===== src/rtl/pe_result_collector_pkg.sv =====
// Shared sizing and state encodings for the single-PE result collector.
package pe_result_collector_pkg;

    localparam int DATA_W    = 8;
    localparam int OUT_ROWS  = 2;
    localparam int OUT_COLS  = 2;
    localparam int N_RESULTS = OUT_ROWS * OUT_COLS;
    localparam int CNT_W     = 3;

    typedef enum logic [1:0] {
        IDLE    = 2'd0,
        COLLECT = 2'd1,
        HOLD    = 2'd2
    } state_e;

endpackage


===== src/rtl/pe_result_collector.sv =====
// Assembles the PE result stream into a 2x2 frame with running max and
// presents it downstream with a valid/ack handshake.
module pe_result_collector
    import pe_result_collector_pkg::*;
(
    input  logic              clk,
    input  logic              reset,
    input  logic              en_result,
    input  logic [DATA_W-1:0] acc_in,
    input  logic              pe_done,
    input  logic              result_ack,
    output logic [DATA_W-1:0] c_1_1,
    output logic [DATA_W-1:0] c_1_2,
    output logic [DATA_W-1:0] c_2_1,
    output logic [DATA_W-1:0] c_2_2,
    output logic [DATA_W-1:0] max_out,
    output logic              result_valid,
    output logic              err_short,
    output logic              err_overflow
);

    localparam int IDX_W = $clog2(N_RESULTS);

    state_e                             state_q, state_d;
    logic [CNT_W-1:0]                   count_q, count_d;
    logic [N_RESULTS-1:0][DATA_W-1:0]   slot_q, slot_d;
    logic [DATA_W-1:0]                  max_q, max_d;
    logic                               valid_q, valid_d;
    logic                               err_short_q, err_short_d;
    logic                               err_ovf_q, err_ovf_d;

    always_ff @(posedge clk) begin
        if (reset) begin
            state_q     <= IDLE;
            count_q     <= '0;
            slot_q      <= '0;
            max_q       <= '0;
            valid_q     <= 1'b0;
            err_short_q <= 1'b0;
            err_ovf_q   <= 1'b0;
        end else begin
            state_q     <= state_d;
            count_q     <= count_d;
            slot_q      <= slot_d;
            max_q       <= max_d;
            valid_q     <= valid_d;
            err_short_q <= err_short_d;
            err_ovf_q   <= err_ovf_d;
        end
    end

    always_comb begin
        state_d     = state_q;
        count_d     = count_q;
        slot_d      = slot_q;
        max_d       = max_q;
        valid_d     = valid_q;
        err_short_d = err_short_q;
        err_ovf_d   = err_ovf_q;
        unique case (state_q)
            IDLE: begin
                if (en_result) begin
                    slot_d      = '0;
                    slot_d[0]   = acc_in;
                    max_d       = acc_in;
                    err_short_d = 1'b0;
                    err_ovf_d   = 1'b0;
                    count_d     = CNT_W'(1);
                    state_d     = COLLECT;
                end
            end
            COLLECT: begin
                if (en_result) begin
                    slot_d[count_q[IDX_W-1:0]] = acc_in;
                    if (acc_in > max_q) max_d = acc_in;
                    count_d = count_q + CNT_W'(1);
                end
                // Completeness is judged after this cycle's write, so the last
                // strobe arriving with pe_done still yields a clean frame.
                if (count_d == CNT_W'(N_RESULTS)) begin
                    valid_d = 1'b1;
                    state_d = HOLD;
                end else if (pe_done) begin
                    err_short_d = 1'b1;
                    valid_d     = 1'b1;
                    state_d     = HOLD;
                end
            end
            HOLD: begin
                if (en_result) err_ovf_d = 1'b1;
                if (result_ack) begin
                    valid_d = 1'b0;
                    count_d = '0;
                    state_d = IDLE;
                end
            end
            default: state_d = IDLE;
        endcase
    end

    assign c_1_1        = slot_q[0];
    assign c_1_2        = slot_q[1];
    assign c_2_1        = slot_q[2];
    assign c_2_2        = slot_q[3];
    assign max_out      = max_q;
    assign result_valid = valid_q;
    assign err_short    = err_short_q;
    assign err_overflow = err_ovf_q;

endmodule


===== config.mk =====
export PLATFORM = sky130hd
export DESIGN_NAME = pe_result_collector
export DESIGN_NICKNAME = d
export VERILOG_FILES = /design/src/rtl/pe_result_collector_pkg.sv /design/src/rtl/pe_result_collector.sv
export SDC_FILE = /design/constraint.sdc
export NUM_CORES = 1
export LEC_CHECK = 0
export CAP_MARGIN = 25
export CORE_MARGIN = 3
export CORE_UTILIZATION = 44
export DETAILED_ROUTE_END_ITERATION = 10
export GPL_TIMING_DRIVEN = 0
export PLACE_DENSITY = 0.84
export REMOVE_ABC_BUFFERS = 1
export SLEW_MARGIN = 20
export SYNTH_ARGS = -nofsm -noshare
export SYNTH_HDL_FRONTEND = slang
export SYNTH_SLANG_ARGS = --single-unit

===== constraint.sdc =====
create_clock -name clk -period 1.7 [get_ports clk]
set_clock_uncertainty 0.05 [all_clocks]
set_input_delay 0.17 -clock clk [delete_from_list [all_inputs] [get_ports clk]]
set_output_delay 0.17 -clock clk [all_outputs]
set_load 0.02 [all_outputs]

==> impl_metrics.tcl, run 1 <==
set metrics [dict create \
    nets 344 \
    drc 0 \
    io_pins 56 \
    overflow 0 \
    yosysSeqAreaShare_pct 42.7 \
    worstMarginPinSlew_ns 0.641 \
    drtIter0Drc 180 \
    endpoint_kind "flip-flop" \
    rows 25 \
    synth_compound_area_share_pct 24.8 \
    outcome "finished with violations" \
    diodes 0 \
    irDropWorstVdd_mv 0.667 \
    p_comb_share_pct 32.0 \
    p_int_uw 2090 \
    dp_hpwl_um 3940 \
    vias 2197 \
    cts_tree "yes" \
    grt_pass1_vias 2168 \
    worstSetupPathType "flip-flop to flip-flop" \
    fin_crit_ns 1.85 \
    ys_seq_elements 48 \
    total_power_uw 3120 \
    drtAntennaViolNets 0 \
    layout_commonest_cell "clkdlybuf4s50_1" \
    grt_max_degree 38 \
    violations "negative setup slack" \
    drv_cap 0 \
    routedWlPerCell_um 19.2 \
    p_seq_share_pct 39.8 \
    finalWirelength_um 7360 \
    setup_viol_count_final 16 \
    critPathArrivalTime_ns 1.99 \
    grt_first_pass_wirelength_um 10700 \
    netlist_area_um2 2250 \
    path_max_fanout 5 \
    rsz0062_at_grt "yes" \
    p_leak_uw 0.00133 \
    holdCritPathClass "primary input to flip-flop" \
    finalInstanceArea_um2 3510 \
    startpoint_type "flip-flop" \
    avgSynthCellArea_um2 9.38 \
    gp_congestion 0.813 \
    synthAdderAreaFrac_pct 8.89 \
    drv_slew 0 \
    die_h_um 77.5 \
    ys_types 40 \
    initial_core_util_pct 46.5 \
    cts.sinks 48 \
    yosys_warnings 0 \
    final_cell_mix "45 x clkdlybuf4s50_1, 40 x dfxtp_1, 37 x nor2_1, 25 x a22oi_1, 16 x buf_4" \
    antenna_found_initial 0 \
    dr.pass1.iters 5 \
    synthXorXnorAreaFrac_pct 0.389 \
    dieArea_um2 6010 \
    required_ns 1.85 \
    insertion_delay_ns 0.32 \
    synthSimpleGateAreaFrac_pct 14.1 \
    clockPowerShare_pct 28.2 \
    synth_top_family_by_area "compound AO/OA/AOI/OAI gates" \
    power.density_nw_per_um2 887 \
    die_w_um 77.5 \
    synthMuxAreaShare_pct 3.56 \
    syn2layout_area_growth_pct 55.9 \
    netSwitchingPower_uw 1020 \
    setup_ws_ns -0.147 \
    min_period_over_period_pct 109 \
    drive_gt1_share_pct 30.7 \
    r2r_cells 8 \
    grt_usage_pct 22.4 \
    hold_depth 2 \
    p_sw_share_pct 32.8 \
    io_buffers 55 \
    slew-limit-headroom_pct 57.3 \
    vias_per_cell 5.74 \
    placed_cell_area_um2 2830 \
    synthCells 240 \
    clkTransAtPathRegs_ns 0.10 \
    core_um2 4850 \
    fmax_ghz 0.541 \
    cts_buffer_depth 2 \
    cts_root_buf "clkbuf_8" \
    numCtsBuffers 5 \
    htreeDepth 2 \
    finalHoldViolCount 0 \
]
## flip-flops by register name (all words and copies together) (netlist names)
| register | cells |
|---|---|
| c_1_1 | 8 |
| c_1_2 | 8 |
| c_2_1 | 8 |
| c_2_2 | 8 |
| count_q | 3 |
| err_overflow | 1 |
| err_short | 1 |
| max_out | 8 |
| result_valid | 1 |
| state_q | 2 |
## worst max-delay path, cell delays in order, from the launching register on
cell	delay, ns
dfxtp_2	0.34
inv_2	0.08
ha_4	0.20
nor2b_4	0.12
o211ai_1	0.28
a21oi_2	0.15
buf_6	0.17
o2111ai_4	0.22
o31ai_4	0.10
## Yosys cell counts
library cell,number,area (um^2)
dfxtp_1,48,961
nor2_1,38,143
a22oi_1,25,188
ha_1,16,200
inv_1,15,56.3
a21oi_1,10,50.1
clkbuf_1,9,33.8
mux2i_1,8,80.1
nand2_1,7,26.3
o2111ai_1,7,61.3
o31ai_2,7,87.6
and2_1,4,25.0
nor2b_1,4,25.0
o21ai_0,4,20.0
o21ai_2,4,35.0
and3_1,3,18.8
buf_2,3,15.0
nand2b_1,3,18.8
a41oi_1,2,17.5
nand4_1,2,12.5
nor3_1,2,10.0
a211oi_1,1,7.51
a211oi_2,1,12.5
a21oi_2,1,8.76
a31o_2,1,8.76
a31oi_2,1,12.5
buf_4,1,7.51
buf_6,1,11.3
inv_2,1,3.75
nand3_1,1,5.00
nand4b_1,1,8.76
nor2_2,1,6.26
nor4b_1,1,8.76
o211ai_1,1,7.51
o21a_1,1,7.51
o21ai_4,1,16.3
o221a_2,1,11.3
o22ai_1,1,6.26
or3b_1,1,8.76
xor2_1,1,8.76
## what timing repair did
item	4_1_cts	5_1_grt
setup buffers	17	8
endpoints found under the setup margin	47	47
pin swaps	8	18
gates resized for setup	40	49
gates cloned	0	1
hold buffers	0	0
## power by group through the flow
stage | sequential [uW] | clock, uW | combinational, uW
2_1_floorplan | 1310 | 0 | 320
3_3_place_gp | 1250 | 0 | 604
3_5_place_dp | 1250 | 0 | 627
4_1_cts | 1230 | 868 | 752
5_1_grt | 1250 | 940 | 1060
6_report | 1240 | 879 | 998
## through the flow
step / instances / worst slack (ns) / TNS [ns] / hold slack (ns) / util [%]
floorplan: 226 / -0.270 / -3.76 / 0.189 / -
global placement: 348 / -1.27 / -31.13 / 0.424 / 58.1
detailed placement: 349 / -0.820 / -23.20 / 0.434 / 58.5
CTS: 374 / -0.0281 / -0.0461 / 0.127 / 66.4
global route: 383 / -0.196 / -2.14 / 0.126 / 72.4
finish: 383 / -0.147 / -1.20 / 0.121 / 72.4
## final cells by class
cell class,instances,area (um^2)
inverter,16,65.1
multi-input combinational,163,1490
clock buffer,5,68.8
tap,67,83.8
fill,326,1340
sequential,48,981
timing repair buffer,81,782
clock inverter,3,46.3
## cells by family after synthesis
logic type / Yosys count
simple gates: 68
flops: 48
compound gates: 69
mux: 8
fa+ha+maj: 16
xor+xnor: 1
buf+inv: 30
## per-layer routing
layer,vias to the layer above,wire length (um),global-route usage (%)
met1,1066,2910,26.4
met4,0,348,11.6
li1,1008,-,-
met2,91,3750,37.7
met3,32,349,5.45
met5,-,0,0
## final timing paths
check                                              from                       to  slack [ns]
worst max-delay path            max_out[1]$_SDFFE_PP0P_  max_out[3]$_SDFFE_PP0P_       -0.15
worst min-delay path                              reset    c_1_2[6]$_SDFFE_PP0P_        0.12
worst max register to register  max_out[1]$_SDFFE_PP0P_  max_out[3]$_SDFFE_PP0P_       -0.15
worst min register to register  max_out[0]$_SDFFE_PP0P_  max_out[0]$_SDFFE_PP0P_        0.46
No activity file was read; power rests on OpenSTA's default activity.
==> run 2: changes to the inputs <==
--- a/config.mk
+++ b/config.mk
@@ -6,7 +6,6 @@
 export NUM_CORES = 1
 export LEC_CHECK = 0
 export CAP_MARGIN = 25
-export CORE_MARGIN = 3
 export CORE_UTILIZATION = 44
 export DETAILED_ROUTE_END_ITERATION = 10
 export GPL_TIMING_DRIVEN = 0
==> impl_metrics.tcl, run 2 (synthesized netlist as in run 1, its figures left out) <==
set metrics [dict create \
    outcome "finished with violations" \
    violations "negative setup slack" \
    min_period_over_period_pct 105 \
    cts_root_buf "clkbuf_8" \
    nets 345 \
    cts_buffer_depth 2 \
    setup_viol_count_final 11 \
    fill_cells 329 \
    dp_hpwl_um 3890 \
    setup_tns_ns -0.233 \
    fin_crit_ns 1.79 \
    fmax_ghz 0.559 \
    drtAntennaViolNets 0 \
    final_cell_mix "45 x clkdlybuf4s50_1, 39 x dfxtp_1, 37 x nor2_1, 25 x a22oi_1, 20 x buf_4" \
    worst_hold_startpoint "reset" \
    critPathArrivalTime_ns 1.97 \
    required_ns 1.88 \
    io_buffers 55 \
    grt_pass1_vias 1994 \
    r2r_cells 7 \
    cpPeakStageDelay_ns 0.37 \
    dr.pass1.iters 4 \
    numCtsBuffers 5 \
    endpoint_kind "flip-flop" \
    rsz0062_at_grt "yes" \
    setup_ws_ns -0.0883 \
    slew-limit-headroom_pct 58.1 \
    cts.sinks 48 \
    initial_core_util_pct 46.8 \
    critPathLaunch "max_out[1]$_SDFFE_PP0P_" \
    rows 25 \
    drive_gt1_share_pct 33.1 \
    hold_depth 2 \
    diodes 0 \
    drc 0 \
    power.density_nw_per_um2 860 \
    multiInputGateArea_um2 1560 \
    finalHoldViolCount 0 \
    syn2layout_area_growth_pct 60.7 \
    grt_first_pass_wirelength_um 9730 \
    path_buf_inv 1 \
    rr_startpoint "max_out[1]$_SDFFE_PP0P_" \
    gp_congestion 0.801 \
    antenna_found_initial 0 \
    placedCellCount 349 \
    p_leak_uw 0.00134 \
    grt_usage_pct 23.6 \
    worstSetupPathType "flip-flop to flip-flop" \
    cts_tree "yes" \
    drtIter0Drc 137 \
    drv_slew 0 \
    vias 2220 \
    cp_cell_sequence "inv_4 -> ha_4 -> nor2b_4 -> o211ai_1 -> a21oi_2 -> o21a_4 -> mux2i_1" \
    cpMaxStageDelayCell "dfxtp_2" \
    die_h_um 73.5 \
    path_max_fanout 8 \
    grt_max_degree 37 \
    drv_cap 0 \
    die_w_um 73.5 \
    overflow 0 \
    dieArea_um2 5410 \
    htreeDepth 2 \
    irDropWorstVdd_mv 0.634 \
    seq_area_um2 982 \
    cp.depth 7 \
    fin_cells 384 \
    vias_per_cell 5.78 \
    clkTransAtPathRegs_ns 0.09 \
    crit_family "compound AO/OA/AOI/OAI gates" \
    hold_buffers 0 \
    worstMarginPinSlew_ns 0.628 \
    layout_commonest_cell "clkdlybuf4s50_1" \
    finalWirelength_um 7350 \
    startpoint_type "flip-flop" \
    holdCritPathClass "primary input to flip-flop" \
    core_um2 4820 \
    routedWlPerCell_um 19.1 \
    insertion_delay_ns 0.30 \
    io_pins 56 \
    whs_ns 0.223 \
]
-- run 2: worst paths after layout --
path                               endpoint  slack [ns]
setup / recovery    max_out[0]$_SDFFE_PP0P_       -0.09
hold / removal    err_overflow$_SDFFE_PP0P_        0.22
setup reg to reg    max_out[0]$_SDFFE_PP0P_       -0.09
hold reg to reg     max_out[4]$_SDFFE_PP0P_        0.47
-- run 2: what timing repair did --
| action | 4_1_cts | 5_1_grt |
|---|---|---|
| buffers inserted | 13 | 14 |
| pin swaps | 13 | 20 |
| gates resized for setup | 49 | 52 |
| endpoints found under the setup margin | 47 | 42 |
-- run 2: metrics by stage --
step	setup slack, ns	cell area (um^2)	util, %	power [uW]
after floorplan	-0.270	2180	-	1630
after global placement	-1.27	2820	58.5	1850
after detailed placement	-0.833	2830	58.8	1870
after CTS	-0.0161	3220	66.9	2860
after global routing	-0.157	3620	75.1	3220
final	-0.0883	3620	75.1	3110
-- run 2: where the power goes --
group / switching (uW) / internal [uW]
Combinational: 552 / 478
Clock: 402 / 443
Sequential: 50.5 / 1190
-- run 2: worst register-to-register path, delay by kind of cell, from the launching register on --
family | cells | cell delay [ns]
DFF | 1 | 0.37
AOI/OAI and AO/OA | 3 | 0.61
buffers and inverters | 1 | 0.05
and+or+nand+nor | 1 | 0.13
muxes | 1 | 0.23
adders and majority gates | 1 | 0.26
-- run 2: routing by layer --
| layer | GRT usage [%] | up-vias | part of all wire [%] | wire length (um) |
|---|---|---|---|---|
| met5 | 0 | - | 0 | 0 |
| met4 | 6.62 | 0 | 2.5 | 187 |
| met3 | 3.70 | 18 | 5.5 | 406 |
| met2 | 41.8 | 87 | 52 | 3820 |
| met1 | 29.5 | 1105 | 40 | 2940 |
| li1 | - | 1010 | - | - |
-- run 2: cell type report --
class / instances / area share [%]
flip-flops and latches: 48 / 27.1
multi-input cells: 162 / 43.1
repair buffers: 83 / 22.2
well taps: 67 / 2.32
inverters: 16 / 2.07
clock inverters: 3 / 1.31
clock buffers: 5 / 1.90
==> run 3: changes to the inputs <==
--- a/config.mk
+++ b/config.mk
@@ -5,11 +5,10 @@
 export SDC_FILE = /design/constraint.sdc
 export NUM_CORES = 1
 export LEC_CHECK = 0
-export CAP_MARGIN = 25
 export CORE_UTILIZATION = 44
 export DETAILED_ROUTE_END_ITERATION = 10
 export GPL_TIMING_DRIVEN = 0
-export PLACE_DENSITY = 0.84
+export PLACE_DENSITY = 0.83
 export REMOVE_ABC_BUFFERS = 1
 export SLEW_MARGIN = 20
 export SYNTH_ARGS = -nofsm -noshare
==> impl_metrics.tcl, run 3 (synthesized netlist as in run 1, its figures left out) <==
set metrics [dict create \
    outcome "finished with violations" \
    violations "negative setup slack" \
    finalHoldViolCount 0 \
    setup_viol_count_final 16 \
    crit_family "buffers and inverters" \
    dieArea_um2 5410 \
    seq_area_um2 980 \
    rsz0062_at_grt "yes" \
    htreeDepth 2 \
    p_comb_share_pct 33.0 \
    core_um2 4820 \
    netSwitchingPower_uw 961 \
    nets 344 \
    path_buf_inv 5 \
    cpMaxStageDelayCell "dfxtp_4" \
    grt_max_degree 42 \
    cts_buffer_depth 2 \
    p_seq_share_pct 42.2 \
    fin_cells 383 \
    hold_buffers 0 \
    worstMarginPinSlew_ns 0.659 \
    fill_cells 330 \
    clkTransAtPathRegs_ns 0.09 \
    grt_pass1_vias 1915 \
    vias_per_cell 5.63 \
    insertion_delay_ns 0.31 \
    finalWirelength_um 6680 \
    cp.depth 10 \
    cpPeakStageDelay_ns 0.37 \
    dr.pass1.iters 4 \
    drive_gt1_share_pct 31.0 \
    drtAntennaViolNets 0 \
    cts_root_buf "clkbuf_8" \
    pre_cts_slack_ns -0.803 \
    slew-limit-headroom_pct 56.1 \
    hold_depth 2 \
    fin_crit_ns 1.80 \
    r2r_cells 10 \
    clockPowerShare_pct 24.8 \
    die_w_um 73.5 \
    final_cell_mix "44 x clkdlybuf4s50_1, 39 x dfxtp_1, 37 x nor2_1, 24 x a22oi_1, 20 x buf_4" \
    die_h_um 73.5 \
    diodes 0 \
    drc 0 \
    routedWlPerCell_um 17.4 \
    min_period_over_period_pct 106 \
    syn2layout_area_growth_pct 54.0 \
    drtIter0Drc 162 \
    irDropWorstVdd_mv 0.519 \
    io_buffers 55 \
    numCtsBuffers 5 \
    fmax_ghz 0.557 \
    endpoint_kind "flip-flop" \
    p_sw_share_pct 32.9 \
    dp_hpwl_um 3710 \
    initial_core_util_pct 46.8 \
    grt_usage_pct 22.9 \
    multiInputGateArea_um2 1470 \
    grt_first_pass_wirelength_um 9320 \
    worstSetupPathType "flip-flop to flip-flop" \
    p_int_uw 1960 \
    placedCellCount 349 \
    total_power_uw 2920 \
    startpoint_type "flip-flop" \
    path_max_fanout 6 \
    power.density_nw_per_um2 842 \
    vias 2156 \
    io_pins 56 \
    layout_commonest_cell "clkdlybuf4s50_1" \
    rows 25 \
    holdCritPathClass "primary input to flip-flop" \
    cts.sinks 48 \
    drv_slew 0 \
    overflow 0 \
    drv_cap 0 \
    required_ns 1.85 \
    cts_tree "yes" \
    setup_ws_ns -0.0962 \
    gp_congestion 0.775 \
    p_leak_uw 0.00129 \
    cp_cell_sequence "buf_12 -> ha_4 -> buf_6 -> nor2b_4 -> buf_12 -> buf_6 -> o21ai_4 -> buf_4 -> a21oi_2 -> nor2_1" \
    antenna_found_initial 0 \
    critPathArrivalTime_ns 1.95 \
]
## run 3: changes by cell type in the layout (fill, tap and decap cells not counted), moves of 3 or more
cell       previous run  this run
inv_4                 6         0
o2111ai_4             4         1
inv_1                 6        10
ha_4                 10         7
## run 3: power groups by stage
stage	Combinational, uW	Sequential (uW)	Clock [uW]
global route	1020	1240	801
detailed placement	622	1250	0
CTS	753	1220	744
global placement	604	1250	0
floorplan	320	1310	0
finish	964	1230	723
## run 3: worst paths after layout
path / start / endpoint / slack [ns]
worst max register to register: state_q[0]$_SDFFE_PP0P_ / c_1_1[0]$_SDFFE_PP0P_ / -0.1
worst max-delay path: state_q[0]$_SDFFE_PP0P_ / c_1_1[0]$_SDFFE_PP0P_ / -0.1
worst min-delay path: reset / count_q[1]$_SDFFE_PP0P_ / 0.09
worst min register to register: c_1_1[1]$_SDFFE_PP0P_ / c_1_1[1]$_SDFFE_PP0P_ / 0.45
## run 3: final cells by class
type,count,area share (%)
multi-input cells,163,42.3
inverters,16,1.73
well taps,67,2.42
repair buffers,81,22.5
flip-flops and latches,48,28.2
clock buffers,6,2.38
clock inverters,2,0.433
## run 3: layer usage
| metal | track usage, % | share of wire [%] | vias to the layer above |
|---|---|---|---|
| met5 | 0 | 0 | - |
| met4 | 9.62 | 1.9 | 0 |
| met3 | 5.90 | 6.7 | 14 |
| met2 | 36.1 | 50 | 86 |
| met1 | 29.7 | 41 | 1047 |
| li1 | - | - | 1009 |
## run 3: what timing repair did
| item | 4_1_cts | 5_1_grt |
|---|---|---|
| buffers inserted | 13 | 12 |
| pin swaps | 11 | 16 |
| setup endpoints to repair | 47 | 41 |
| gates resized for setup | 47 | 31 |
| gates cloned | 0 | 1 |
## run 3: per-stage QoR
step	instance area (um^2)	hold WS, ns	TNS, ns	util, %
3_5_place_dp	2830	0.423	-23.43	58.8
6_report	3470	0.0865	-0.547	72.0
3_3_place_gp	2820	0.424	-31.58	58.5
5_1_grt	3470	0.0977	-1.87	72.0
4_1_cts	3210	0.0770	-0.0626	66.5
2_1_floorplan	2180	0.189	-3.76	-
